[config.mk]
export PLATFORM = sky130hd
export DESIGN_NAME = umi_req_initiator
export DESIGN_NICKNAME = d
export VERILOG_FILES = /design/src/rtl/umi_req_initiator.sv
export SDC_FILE = /design/constraint.sdc
export NUM_CORES = 1
export LEC_CHECK = 0
export BUFFER_PORTS_ARGS = -buffer_cell sky130_fd_sc_hd__buf_2
export CAP_MARGIN = 20
export CORE_AREA = 5 5 206 208
export DETAILED_ROUTE_END_ITERATION = 16
export DIE_AREA = 0 0 211 213
export PLACE_DENSITY_LB_ADDON = 0.12
export SLEW_MARGIN = 0
export SYNTH_ARGS = -nofsm -noshare
export SYNTH_HDL_FRONTEND = slang
export SYNTH_SLANG_ARGS = --single-unit
[constraint.sdc]
create_clock -name clk -period 2 [get_ports clk]
set_clock_uncertainty 0.15 [all_clocks]
set_input_delay 0.3 -clock clk [delete_from_list [all_inputs] [get_ports clk]]
set_output_delay 0.3 -clock clk [all_outputs]
set_load 0.1 [all_outputs]
[src/rtl/umi_req_initiator.sv]
// Single-outstanding UMI request initiator: turns one local read/write/posted
// command into a UMI request, waits for the matching response, reports completion.
module umi_req_initiator #(
    parameter int            CW      = 32,
    parameter int            AW      = 64,
    parameter int            DW      = 32,
    parameter logic [AW-1:0] SRCADDR = 64'h0,
    parameter int            TIMEOUT = 1024
) (
    input  logic          clk,
    input  logic          reset,
    // local command
    input  logic          cmd_valid,
    output logic          cmd_ready,
    input  logic          cmd_write,
    input  logic          cmd_posted,
    input  logic [2:0]    cmd_size,
    input  logic [AW-1:0] cmd_addr,
    input  logic [DW-1:0] cmd_wdata,
    // local completion
    output logic          done_valid,
    input  logic          done_ready,
    output logic [1:0]    done_err,
    output logic [DW-1:0] done_rdata,
    // UMI request channel
    output logic          umi_req_valid,
    input  logic          umi_req_ready,
    output logic [CW-1:0] umi_req_cmd,
    output logic [AW-1:0] umi_req_dstaddr,
    output logic [AW-1:0] umi_req_srcaddr,
    output logic [DW-1:0] umi_req_data,
    // UMI response channel
    input  logic          umi_resp_valid,
    output logic          umi_resp_ready,
    input  logic [CW-1:0] umi_resp_cmd,
    input  logic [AW-1:0] umi_resp_dstaddr,
    input  logic [AW-1:0] umi_resp_srcaddr,
    input  logic [DW-1:0] umi_resp_data,
    // FSM state for observation: 0 IDLE, 1 REQ, 2 WAIT, 3 DONE
    output logic [1:0]    dbg_state
);

    // Every channel uses valid/ready: a transfer happens on a cycle where both
    // are high; the sender holds its payload stable while valid is high and ready low.

    typedef enum logic [1:0] {
        S_IDLE = 2'd0,
        S_REQ  = 2'd1,
        S_WAIT = 2'd2,
        S_DONE = 2'd3
    } state_t;

    localparam int         LOG2B    = $clog2(DW / 8);
    localparam logic [2:0] MAX_SIZE = 3'(LOG2B);
    localparam logic [15:0] TMO_LAST = 16'(TIMEOUT - 1);

    state_t        r_state;
    state_t        w_next;
    logic          r_write;
    logic          r_posted;
    logic [2:0]    r_size;
    logic [AW-1:0] r_addr;
    logic [DW-1:0] r_wdata;
    logic [1:0]    r_err;
    logic [DW-1:0] r_rdata;
    logic [15:0]   r_cnt;

    logic          w_accept;
    logic          w_req_fire;
    logic          w_resp_fire;
    logic          w_done_fire;
    logic          w_size_bad;
    logic          w_timeout;
    logic [4:0]    w_exp_op;
    logic          w_op_ok;
    logic [DW-1:0] w_masked;
    logic [CW-1:0] w_req_cmd;
    logic          w_unused;

    assign w_accept    = cmd_valid & cmd_ready;
    assign w_req_fire  = umi_req_valid & umi_req_ready;
    assign w_resp_fire = umi_resp_valid & umi_resp_ready;
    assign w_done_fire = done_valid & done_ready;
    assign w_size_bad  = cmd_size > MAX_SIZE;
    assign w_timeout   = (r_cnt == TMO_LAST);
    assign w_exp_op    = r_write ? 5'h04 : 5'h02;
    assign w_op_ok     = (umi_resp_cmd[4:0] == w_exp_op);
    assign w_unused    = ^{umi_resp_dstaddr, umi_resp_srcaddr, umi_resp_cmd[CW-1:5]};

    always_comb begin
        w_masked = '0;
        for (int i = 0; i < DW / 8; i++) begin
            if (i < (1 << r_size)) begin
                w_masked[i*8 +: 8] = umi_resp_data[i*8 +: 8];
            end
        end
    end

    always_comb begin
        w_req_cmd        = '0;
        w_req_cmd[4:0]   = !r_write ? 5'h01 : (r_posted ? 5'h05 : 5'h03);
        w_req_cmd[7:5]   = r_size;
        w_req_cmd[22]    = 1'b1;
        w_req_cmd[23]    = 1'b1;
    end

    always_ff @(posedge clk) begin
        if (reset) begin
            r_state <= S_IDLE;
        end else begin
            r_state <= w_next;
        end
    end

    always_comb begin
        w_next = r_state;
        case (r_state)
            S_IDLE: if (w_accept) w_next = w_size_bad ? S_DONE : S_REQ;
            S_REQ:  if (w_req_fire) w_next = (r_write && r_posted) ? S_DONE : S_WAIT;
            S_WAIT: if (w_resp_fire || w_timeout) w_next = S_DONE;
            S_DONE: if (w_done_fire) w_next = S_IDLE;
            default: w_next = S_IDLE;
        endcase
    end

    always_ff @(posedge clk) begin
        if (reset) begin
            r_write  <= 1'b0;
            r_posted <= 1'b0;
            r_size   <= '0;
            r_addr   <= '0;
            r_wdata  <= '0;
            r_err    <= '0;
            r_rdata  <= '0;
            r_cnt    <= '0;
        end else begin
            case (r_state)
                S_IDLE: begin
                    if (w_accept) begin
                        r_write  <= cmd_write;
                        r_posted <= cmd_posted;
                        r_size   <= cmd_size;
                        r_addr   <= cmd_addr;
                        r_wdata  <= cmd_wdata;
                        r_err    <= w_size_bad ? 2'b11 : 2'b00;
                        r_rdata  <= '0;
                    end
                end
                S_REQ: begin
                    if (w_req_fire) begin
                        r_cnt   <= '0;
                        r_err   <= 2'b00;
                        r_rdata <= '0;
                    end
                end
                S_WAIT: begin
                    // A response in the final counted cycle still wins over the timeout.
                    if (w_resp_fire) begin
                        r_err   <= w_op_ok ? 2'b00 : 2'b01;
                        r_rdata <= (w_op_ok && !r_write) ? w_masked : '0;
                    end else if (w_timeout) begin
                        r_err   <= 2'b10;
                        r_rdata <= '0;
                    end else begin
                        r_cnt <= r_cnt + 16'd1;
                    end
                end
                default: ;
            endcase
        end
    end

    // Outputs are forced low while reset is held, independent of stale state.
    always_comb begin
        cmd_ready       = 1'b0;
        done_valid      = 1'b0;
        done_err        = '0;
        done_rdata      = '0;
        umi_req_valid   = 1'b0;
        umi_req_cmd     = '0;
        umi_req_dstaddr = '0;
        umi_req_srcaddr = '0;
        umi_req_data    = '0;
        umi_resp_ready  = 1'b0;
        dbg_state       = '0;
        if (!reset) begin
            umi_resp_ready = 1'b1;
            dbg_state      = r_state;
            case (r_state)
                S_IDLE: cmd_ready = 1'b1;
                S_REQ: begin
                    umi_req_valid   = 1'b1;
                    umi_req_cmd     = w_req_cmd;
                    umi_req_dstaddr = r_addr;
                    umi_req_srcaddr = SRCADDR;
                    umi_req_data    = r_write ? r_wdata : '0;
                end
                S_DONE: begin
                    done_valid = 1'b1;
                    done_err   = r_err;
                    done_rdata = r_rdata;
                end
                default: ;
            endcase
        end
    end

endmodule

==> results.cfg <==
[grt]
gr-total-overflow = 0
antenna_found_initial = 1
grtUsageTotal_pct = 13.0
grt_pass1_vias = 7738
met2_usage_pct = 22.3
grtUsageMet3_pct = 4.61
grt_pass1_wl_um = 45700
grt_start_max_net_pins = 53
busiest_layer = met2
gr-usage-met1_pct = 15.8

[sta]
rsz0062_at_grt = true
worst_slack_ns = -0.282
hold_violations = 0
setup_viol = 213
fmax_mhz = 438
drv_slew = 0
min_period_ns = 2.28
period_share_pct = 114

[routing]
post-route-drc-count = 0
drt_iter0_drc = 332
vias = 7887
drt_pass1_iterations = 6
wl_per_cell_um = 17.7
drt-total-wl_um = 34500
vias_per_cell = 4.05
antenna_left = 0

[synthesis]
syn_area_um2 = 7250
ys.flop_type = dfxtp_1
yosysWarnings = 0
synthArstFlopShare_pct = 0
synthCells = 918
synth_cell_type_count = 50
ys_seq_area_share_pct = 42.2
synth_area_per_cell_um2 = 7.90
synth-edff-count = 0
ys_ff_latch = 153

[setup_path]
cp-start-kind = flip-flop
critPathKind = flip-flop to output port
critPathArrivalTime_ns = 1.83
endpoint_kind = output port
r2r_setup_slack_ns = -0.14
r2r-start = r_state[0]
r2r_cells = 11
critPathRequiredTime_ns = 1.55
path_max_fanout = 13
r2r_end = r_rdata[23]

[power]
powerDensity_nw_per_um2 = 894
leakage_nw = 6.91
worst_ir_drop_vdd_uv = 520

[finish]
drive_above_1_share_pct = 43.8
fin_nets = 1708
final_core_utilization_pct = 38.1
syn_to_final_growth_pct = 112
n_antenna_cell = 0
final_cells = 1949
n_fill_cell = 4087

[die]
fp.dieH_um = 213
initial_utilization_pct = 18.0
die_area_um2 = 44900
pin_count = 531
die_width_um = 211
core.rowCount = 74
core_area_um2 = 40400

[run_status]
outcome = complete, but fails checks
failed_checks = setup timing

[clock_tree]
clkTransAtPathRegs_ns = 0.06
clkLatencyLatePin_ns = 0.44
cts_root_buf = clkbuf_16
cts_buffers = 17
h-tree-depth = 4
tritoncts = done
clock_sinks = 153
clockBufferDepth = 2

[placed_design]
port-buffer-count = 287
dp_hpwl_um = 20300
place_congestion = 0.738
dp_cells = 1727

[worst_hold_path]
min_to = r_err[0]
hp-class = primary input to flip-flop
min_from = umi_resp_cmd[4]
min_path_cells = 4

[run]
drv_cap = 0
==> synth_stat cells, types with 2 or more instances <==
cell / n / area share, %
nand2_1: 221 / 11
dfxtp_1: 153 / 42
or4_1: 4 / 0.41
nand4_1: 2 / 0.17
buf_2: 4 / 0.28
nand2b_1: 2 / 0.17
and2_1: 3 / 0.26
inv_1: 7 / 0.36
a31oi_1: 2 / 0.17
and3_1: 137 / 12
o21ai_0: 4 / 0.28
a22o_1: 33 / 4.0
or3_1: 7 / 0.60
clkbuf_1: 58 / 3.0
nor2_1: 12 / 0.62
and4_1: 4 / 0.48
nor2b_1: 5 / 0.43
o31ai_1: 3 / 0.31
nand3_1: 106 / 7.3
a21oi_1: 14 / 0.97
ha_1: 5 / 0.86
o211ai_1: 2 / 0.21
buf_4: 91 / 9.4
o21ai_1: 5 / 0.34
buf_1: 6 / 0.31
buf_6: 3 / 0.47
xnor2_1: 2 / 0.24
==> power by group <==
group	leakage [nW]	internal (mW)	total, mW	switching (mW)
Clock	0.309	2.19	3.62	1.43
Sequential	1.25	3.46	3.66	0.198
Combinational	5.35	2.69	6.46	3.77
==> critical path: stages, from the launching register on <==
cell and delay, ns:
dfxtp_2 0.33, buf_6 0.09, ha_4 0.17, buf_4 0.22
clkbuf_16 0.19, and3_2 0.21, buf_12 0.18
==> worst max-delay path by stage <==
stage	to	cells past startpoint	startpoint
after CTS	umi_req_data[31]	7	r_state[0]
final	umi_req_dstaddr[38]	6	r_state[0]
after floorplan	umi_req_cmd[1]	8	r_state[1]
after global placement	r_cnt[14]	6	r_state[0]
after global routing	done_rdata[31]	7	r_state[0]
after detailed placement	r_cnt[7]	8	r_state[0]
==> flip-flops by register name, indices dropped and copies added, names as in the netlist <==
signal / count
r_state: 2
r_posted: 1
r_wdata: 32
r_size: 3
r_rdata: 32
r_addr: 64
r_write: 1
r_cnt: 16
r_err: 2
==> area by class of cell <==
| class | instances | area, µm² | share of cell area, % |
|---|---|---|---|
| well taps | 532 | 666 | 4.33 |
| repair buffers | 540 | 6710 | 43.7 |
| inverters | 8 | 42.5 | 0.277 |
| clock buffers | 21 | 470 | 3.06 |
| flip-flops and latches | 153 | 3070 | 20.0 |
| multi-input cells | 684 | 4250 | 27.6 |
| clock inverters | 11 | 168 | 1.09 |
==> stage by stage <==
stage	cell area [µm²]	setup TNS, ns	hold slack (ns)	setup slack (ns)	power [mW]
2_1_floorplan	8080	-4.55	0.249	-0.246	6.90
3_3_place_gp	11900	-7.35	0.287	-0.184	8.32
3_5_place_dp	11900	-6.75	0.290	-0.187	8.33
4_1_cts	14600	-43.13	0.204	-0.324	13.0
5_1_grt	15400	-57.81	0.266	-0.360	14.5
6_report	15400	-37.45	0.212	-0.282	13.7
==> per-layer routing <==
metal	wire length [µm]	vias to the layer above
met4	391	2
li1	-	3946
met3	2430	18
met2	17100	240
met5	7	-
met1	14500	3681
==> repair_timing <==
| item | CTS | global route |
|---|---|---|
| gates resized for setup | 91 | 54 |
| buffers inserted | 20 | 8 |
| pin swaps | 44 | 44 |
| endpoints found under the hold margin | 133 | 0 |
| cloned | 8 | 28 |
| hold buffers | 133 | 0 |
| endpoints found under the setup margin | 186 | 293 |
==> placed cells by master, fill, tap and decap left out, drive strengths merged, types with 2 or more instances in the layout <==
cell type    instances
o211ai               3
and2                 3
buf                392
inv                  9
nor2                12
clkinv               4
bufinv               4
nand4                2
a31oi                2
nand2b               2
o21a                 2
nand2              223
clkbuf              36
a22o                33
or4                  4
ha                   5
conb                88
and3               138
dfxtp              153
o21ai                9
a21oi               14
nor2b                5
nor4                 2
and4                 4
dlygate4sd3        133
nand3              106
or3                  7
o31ai                3
clkinvlp             2
xnor2                2
==> logic make-up after synthesis <==
kind of cell	Yosys count	synth area share, %
xor gates and xnor gates	3	0.362
AOI/OAI and AO/OA	76	7.86
adders and majority gates	5	0.862
muxes	2	0.293
and+or+nand+nor	508	34.5
other	1	0.0517
DFF	153	42.2
buffers and inverters	170	13.9
No activity file was read; power rests on OpenSTA's default activity.
